**config.mk**
```make
export PLATFORM = sky130hd
export DESIGN_NAME = reg_file
export DESIGN_NICKNAME = d
export VERILOG_FILES = /design/src/rtl/reg_file.sv
export SDC_FILE = /design/constraint.sdc
export NUM_CORES = 2
export LEC_CHECK = 0
export CORE_ASPECT_RATIO = 1.5
export CORE_MARGIN = 3
export CORE_UTILIZATION = 55
export CTS_CLUSTER_DIAMETER = 30
export DETAILED_ROUTE_END_ITERATION = 10
export HOLD_SLACK_MARGIN = 0.1
export PLACE_DENSITY = 0.75
export RECOVER_POWER = 50
export SLEW_MARGIN = 20
export SYNTH_ARGS = -nofsm -noshare
export SYNTH_HDL_FRONTEND = slang
export SYNTH_SLANG_ARGS = --single-unit
```
**constraint.sdc**
```tcl
create_clock -name clk -period 4.4 [get_ports clk]
set_clock_uncertainty 0.05 [all_clocks]
set_input_delay 0.66 -clock clk [delete_from_list [all_inputs] [get_ports clk]]
set_output_delay 0.66 -clock clk [all_outputs]
set_load 0.1 [all_outputs]
```
**src/rtl/reg_file.sv**
```systemverilog
// 32 x 32-bit register file with two combinational read ports, optional
// write-to-read bypass and a load-use busy scoreboard driving Stall.
module reg_file #(
    parameter bit BYPASS     = 1'b1,
    parameter int DEPTH_LOG2 = 5
) (
    input  logic                  clk,
    input  logic                  rst_n,
    input  logic [DEPTH_LOG2-1:0] RsAddr,
    input  logic [DEPTH_LOG2-1:0] RtAddr,
    input  logic                  RsUsed,
    input  logic                  RtUsed,
    output logic [31:0]           RsData,
    output logic [31:0]           RtData,
    input  logic                  WrEn,
    input  logic [DEPTH_LOG2-1:0] WrAddr,
    input  logic [31:0]           WrData,
    input  logic                  LdIssue,
    input  logic [DEPTH_LOG2-1:0] LdAddr,
    output logic                  Stall
);
    localparam int DEPTH = 1 << DEPTH_LOG2;

    logic [31:0]      regs_q [DEPTH];
    logic [DEPTH-1:0] busy_q, busy_d;
    logic             wr_fire, ld_fire;
    logic             rs_hit, rt_hit, rs_res, rt_res, rs_stall, rt_stall;

    assign wr_fire = WrEn && (WrAddr != '0);

    always_ff @(posedge clk) begin
        if (!rst_n) begin
            for (int i = 0; i < DEPTH; i++) regs_q[i] <= '0;
        end else if (wr_fire) begin
            regs_q[WrAddr] <= WrData;
        end
    end

    // Bypass hits only on a real (non-zero) write, so r0 can never forward.
    assign rs_hit = BYPASS && wr_fire && (WrAddr == RsAddr);
    assign rt_hit = BYPASS && wr_fire && (WrAddr == RtAddr);

    assign RsData = (!rst_n || RsAddr == '0) ? '0 : (rs_hit ? WrData : regs_q[RsAddr]);
    assign RtData = (!rst_n || RtAddr == '0) ? '0 : (rt_hit ? WrData : regs_q[RtAddr]);

    assign rs_res   = BYPASS && WrEn && (WrAddr == RsAddr);
    assign rt_res   = BYPASS && WrEn && (WrAddr == RtAddr);
    assign rs_stall = RsUsed && busy_q[RsAddr] && !rs_res;
    assign rt_stall = RtUsed && busy_q[RtAddr] && !rt_res;
    assign Stall    = rst_n && (rs_stall || rt_stall);

    // A stalled instruction never leaves ID, so its load must not mark busy.
    assign ld_fire = LdIssue && !Stall && (LdAddr != '0);

    always_comb begin
        busy_d = busy_q;
        if (WrEn)    busy_d[WrAddr] = 1'b0;
        if (ld_fire) busy_d[LdAddr] = 1'b1;   // younger load wins over clear
        busy_d[0] = 1'b0;
    end

    always_ff @(posedge clk) begin
        if (!rst_n) busy_q <= '0;
        else        busy_q <= busy_d;
    end
endmodule

```
## After elaboration in Yosys (flattened, before gate mapping)

Memories as Yosys holds them, arrays and structs flattened.
Cells that the tools add are included.
W data, S select, Z words.

- Register bits after elaboration: 32
- Memory bits (writable): 1,024
- Bits of input ports: 58
- Output and inout bits: 65
- Memories kept: 1

- Magnitude comparators: 6
- Eq/ne operators: 2
- Multiplexer cells: 21
- Bitwise operators: 3
- Reduce and logical (&&, ||, !) cells: 26

Memory list:

| memory | words | width | rd ports | clocked after Yosys merged registers in | wr ports | line | text |
|---|---|---|---|---|---|---|---|
| regs_q | 32 | 32 | 2 | 0 | 32 | 24 | `logic [31:0] regs_q [DEPTH];` |

Operators with widths:

| kind | count |
|---|---|
| $mux W32 | 7 |
| $and A32 B32 Y32 | 1 |
| $not A32 Y32 | 1 |
| $or A32 B32 Y32 | 1 |
| $reduce_or A32 Y1 | 1 |
| $lt A5 B6 Y1 const B | 4 |
| $logic_and A1 B1 Y1 | 14 |
| $bmux W1 S5 | 2 |
| $demux W1 S5 | 2 |
| $eq A5 B5 Y1 | 2 |
| $ge A5 B1 Y1 const B | 2 |
| $logic_not A5 Y1 | 2 |
| $reduce_bool A5 Y1 | 2 |
| $mux W1 | 9 |
| $mux W5 | 1 |
| $logic_not A1 Y1 | 4 |
| $logic_or A1 B1 Y1 | 3 |

## Longest topological paths before layout

- Word-level depth: 10
- Mapped depth: 12
- Depth with buffers taken out: 6

## Least setup slack after synthesis

OpenSTA, ideal clock, no wires.

- Path kind: input to output
- From: input WrAddr[2]
- To: output RtData[10]
- Arrival time: 4,406 ps
- Required time: 3,690 ps
- Path slack: -716 ps
- Cell stages on the path: 9
- Path buffers: 4
- Path through: buf_2 or3_1 clkbuf_1 nor3_1 or2_2 clkbuf_1 buf_2 nor2_1 a211oi_1

- Cells in the longest elaborated chain, start to end: 5
- Elaborated cells on any way between the ends: 6
- Classes of those cells: 1 x eq/ne; 2 x mux; 3 x reduce/logical

RTL lines:

| element | line | text |
|---|---|---|
| start: declaration | 16 | `input logic [DEPTH_LOG2-1:0] WrAddr,` |
| $reduce_bool A5 Y1 | 29 | `assign wr_fire = WrEn && (WrAddr != '0);` |
| $logic_and A1 B1 Y1 | 29 |  |
| $logic_and A1 B1 Y1 (*) | 41 | `assign rt_hit = BYPASS && wr_fire && (WrAddr == RtAddr);` |
| $mux W32 (*) (2 in a row) | 44 | `assign RtData = (!rst_n \|\| RtAddr == '0) ? '0 : (rt_hit ? WrData : regs_q[RtAddr]);` |
| end: declaration | 14 | `output logic [31:0] RtData,` |

Mark *: on every way between the ends. The rest lies on a longest branch, timed or not.

==> metrics <==
outcome=finished with violations; violations in the final reports=capacitance limit, slew limit, setup timing; average cell area after synthesis=14.2 µm²; TritonCTS clock tree=yes; dpl ws=111 ps; Final WS setup=-64.4 ps; switching share of power=26.9%; number of nets still failing antenna checks after routing=0; slew at the pin closest to its max-slew limit=2940 ps; Register Area=31,400 µm²; root cell of the clock tree=sky130_fd_sc_hd__clkbuf_16; kind of critical path=in2reg; Slew Limit Headroom=-95.7%; Syn Std Cell Area=57,400 µm²; Final #Nets=4,198; drt first-iter violations=7,382; I/O Pins=123; synth top area cells=sky130_fd_sc_hd__edfxtp_1 (54%), sky130_fd_sc_hd__mux4_2 (17%), sky130_fd_sc_hd__and2_1 (11%); startpoint of the worst register-to-register path=busy_q[31]$_SDFF_PN0_; Worst Hold Endpoint=busy_q[14]$_SDFF_PN0_; start point of the worst hold path=LdAddr[2]; clock tree buffer depth=3; die area=108,000 µm²; RSZ-0062 raised after global routing=no; total detailed-routing wirelength=212,000 µm; largest voltage drop on the vdd net=0.000308 V; port buffer count=122; flip-flop and latch count after synthesis=1,055; Starting Density=55.7%; pin count of the biggest net entering global routing=75; Area growth syn-to-layout=17.1%; CP Max Fanout=27; total area of multi-input combinational cells=24,600 µm²; count of maximum capacitance violations=26; CTS Hold Bufs=0; static leakage=23.4 nW; largest area contributor in the synthesized netlist=sky130_fd_sc_hd__edfxtp_1; gate count after technology mapping=4,027; Internal=20.5 mW; part of the power in combinational logic=14.1%; number of synthesized flops with an enable pin=1,024; final number of hold-violating endpoints=0; via count of the first global-routing pass=41,900; switching power total=7.52 mW; dpl cells=5,374; Final Slew Violations=692; R2R Setup Slk=1990 ps; total power=28.0 mW; Std-Cell Core Area=103,000 µm²; die extent in x=270 µm; average wire per cell in the routed design=37.3 µm; detailed placement HPWL=121,000 µm; arrival time at the worst endpoint=4780 ps; post-route clock period utilization=101%; worst reg-to-reg path cell count=7; clock sinks=1,055; FF-to-FF End=busy_q[19]$_SDFF_PN0_; XOR/XNOR Fraction of Synth Area=0.153%; portion of netlist area occupied by mux cells=22.6%; share of the yosys chip area belonging to registers=54.7%; number of vias after detailed routing=41,500; number of iterations in the first detailed-routing pass=6; die height=402 µm; number of antenna violations at the first check in global routing=20; final instance area=67,200 µm²; Critical Path Start Type=input pin; global placement routability congestion=0.902; detailed-route DRC error count=0; Synth async-reset ratio=0%; Warnings, synthesis=0; path category of the worst min-delay check=in2reg; total cell area at the placement stage=62,800 µm²; arithmetic-cell share of the synthesized area counting full adders, half adders and majority gates=0%; flip-flop cell with the highest count after synthesis=sky130_fd_sc_hd__edfxtp_1; total CTS buffers=151; clock latency on the worst-skew pair=780 ps; area share of and/or/nand/nor cells after synthesis=13.1%; count of endpoints failing setup in the final report=27; final non-filler cell total=5,678; Total GRT Usage=39.1%; clock-pin slew on the worst setup and hold paths=50 ps; clock network fraction of design power=43.5%; final global-route overflow total=0; fraction of the mapped netlist area in compound gates=5.90%; required arrival time at the worst endpoint=4720 ps; share of the synthesized area in the top cell type=53.6%; number of rows in the core area=144; dominant combinational cell family by area after synthesis=multiplexers; global-route wire length before repair=298,000 µm; CP endpoint kind=flip-flop; Fin Hold WS=362 ps; Worst Hold Path Cells=3; share of final-layout standard cells stronger than drive strength 1=26.2%; Reg power frac=42.4%; Achievable Freq=224 MHz; Pwr per Cell Area=417 nW/µm²; post-synth cell types=54; via density per instance=7.31; number of filler instances in the final layout=7,170; H-tree depth reported by CTS=4; min cycle time layout=4460 ps
worst max path at each step:
stage / from / end / slack [ps] / cells past startpoint
global route: WrAddr[2] / RtData[11] / 40 / 9
CTS: RtAddr[0] / RtData[11] / 110 / 7
detailed placement: RtAddr[0] / RtData[11] / 110 / 7
floorplan: WrAddr[2] / RsData[12] / -590 / 9
global placement: RtAddr[0] / RtData[11] / 90 / 7
finish: WrAddr[0] / regs_q[15][12]$_SDFFCE_PN0P_ / -60 / 5
metrics by stage:
stage / TNS [ps] / utilization (%)
after floorplan: -7510 / -
after global placement: 0 / 60.9
after detailed placement: 0 / 60.9
after CTS: 0 / 65.8
after global routing: 0 / 65.1
final: -896 / 65.2
power by group through the flow:
stage          combinational [mW]  clock [mW]  sequential [mW]
5_1_grt                      4.01        12.6             11.9
3_3_place_gp                 3.88           0             12.0
2_1_floorplan                2.38           0             11.9
3_5_place_dp                 3.90           0             12.0
4_1_cts                      3.92        12.2             11.8
6_report                     3.95        12.2             11.9
critical path, cell delays in order:
cell and delay, ps:
sky130_fd_sc_hd__dlygate4sd3_1 790, sky130_fd_sc_hd__nand4_1 140, sky130_fd_sc_hd__clkbuf_1 570, sky130_fd_sc_hd__o21ai_0 1320, sky130_fd_sc_hd__buf_2 1260
layout make-up:
class / count / area share, %
antenna: 24 / 0.0894
clock inverter: 109 / 1.66
inverter: 10 / 0.0615
timing repair buffer: 370 / 6.49
multi-input combinational: 2552 / 36.6
tap: 1387 / 2.58
clock buffer: 171 / 5.83
sequential: 1055 / 46.7
registers in the layout, summed over array words and instances, names as in the netlist:
name    count
busy_q     31
regs_q   1024
synthesized netlist by cell type, types with 7 or more instances:
cell type,count
sky130_fd_sc_hd__edfxtp_1,1024
sky130_fd_sc_hd__and2_1,993
sky130_fd_sc_hd__mux4_2,433
sky130_fd_sc_hd__clkbuf_1,327
sky130_fd_sc_hd__mux2i_1,271
sky130_fd_sc_hd__nor2_1,105
sky130_fd_sc_hd__a221oi_1,99
sky130_fd_sc_hd__o21ai_0,87
sky130_fd_sc_hd__a21oi_1,72
sky130_fd_sc_hd__nand2_1,66
sky130_fd_sc_hd__buf_2,45
sky130_fd_sc_hd__mux2_2,45
sky130_fd_sc_hd__nand3_1,45
sky130_fd_sc_hd__a22oi_1,43
sky130_fd_sc_hd__a211oi_1,38
sky130_fd_sc_hd__buf_4,36
sky130_fd_sc_hd__o221ai_1,36
sky130_fd_sc_hd__nor3_1,33
sky130_fd_sc_hd__dfxtp_1,31
sky130_fd_sc_hd__o211ai_1,31
sky130_fd_sc_hd__o22ai_1,23
sky130_fd_sc_hd__buf_6,19
sky130_fd_sc_hd__buf_1,14
sky130_fd_sc_hd__a22o_1,13
sky130_fd_sc_hd__a31oi_1,12
sky130_fd_sc_hd__nand4_1,11
sky130_fd_sc_hd__inv_1,7
sky130_fd_sc_hd__or3_1,7
per-layer routing:
metal	vias up	track usage [%]	part of all wire (%)
met3	1153	11.8	15
met5	-	0	0.013
met1	20400	46.2	30
met2	4082	59.2	45
met4	4	32.2	9.8
li1	15800	-	-
cells by family (layout without fill, tap and decap cells):
kind of cell           count (synthesis)  after routing
AND/OR/NAND/NOR                     1283           1283
flip-flops                          1055           1055
multiplexers                         749            749
AO/OA/AOI/OAI                        478            478
buffers and inverters                451            660
XOR/XNOR                              10             10
other                                  1             56
cell usage in the layout (no fill, tap or decap), types with 24 or more instances in the layout:
cell | netlist | layout
sky130_fd_sc_hd__clkbuf_16 | 0 | 154
sky130_fd_sc_hd__dfxtp_1 | 31 | 31
sky130_fd_sc_hd__edfxtp_1 | 1024 | 1024
sky130_fd_sc_hd__a21oi_1 | 72 | 72
sky130_fd_sc_hd__a22oi_1 | 43 | 43
sky130_fd_sc_hd__diode_2 | 0 | 24
sky130_fd_sc_hd__mux2_2 | 45 | 45
sky130_fd_sc_hd__nand3_1 | 45 | 45
sky130_fd_sc_hd__a221oi_1 | 99 | 99
sky130_fd_sc_hd__and2_0 | 0 | 198
sky130_fd_sc_hd__nand2_1 | 66 | 66
sky130_fd_sc_hd__a211oi_1 | 38 | 28
sky130_fd_sc_hd__o211ai_1 | 31 | 31
sky130_fd_sc_hd__o221ai_1 | 36 | 36
sky130_fd_sc_hd__buf_4 | 36 | 140
sky130_fd_sc_hd__and2_1 | 993 | 795
sky130_fd_sc_hd__conb_1 | 1 | 32
sky130_fd_sc_hd__clkbuf_2 | 0 | 32
sky130_fd_sc_hd__clkinv_2 | 0 | 25
sky130_fd_sc_hd__mux4_2 | 433 | 433
sky130_fd_sc_hd__clkdlybuf4s50_1 | 0 | 44
sky130_fd_sc_hd__nor2_1 | 105 | 79
sky130_fd_sc_hd__o21ai_0 | 87 | 72
sky130_fd_sc_hd__inv_6 | 0 | 25
sky130_fd_sc_hd__clkbuf_1 | 327 | 33
sky130_fd_sc_hd__buf_12 | 0 | 127
sky130_fd_sc_hd__mux2i_1 | 271 | 271
timing repair:
| item | 4_1_cts | 5_1_grt |
|---|---|---|
| setup buffers | 0 | 0 |
| endpoints found under the setup margin | 0 | 1 |
| resized for setup | 0 | 1 |
No activity file was read; power rests on OpenSTA's default activity.
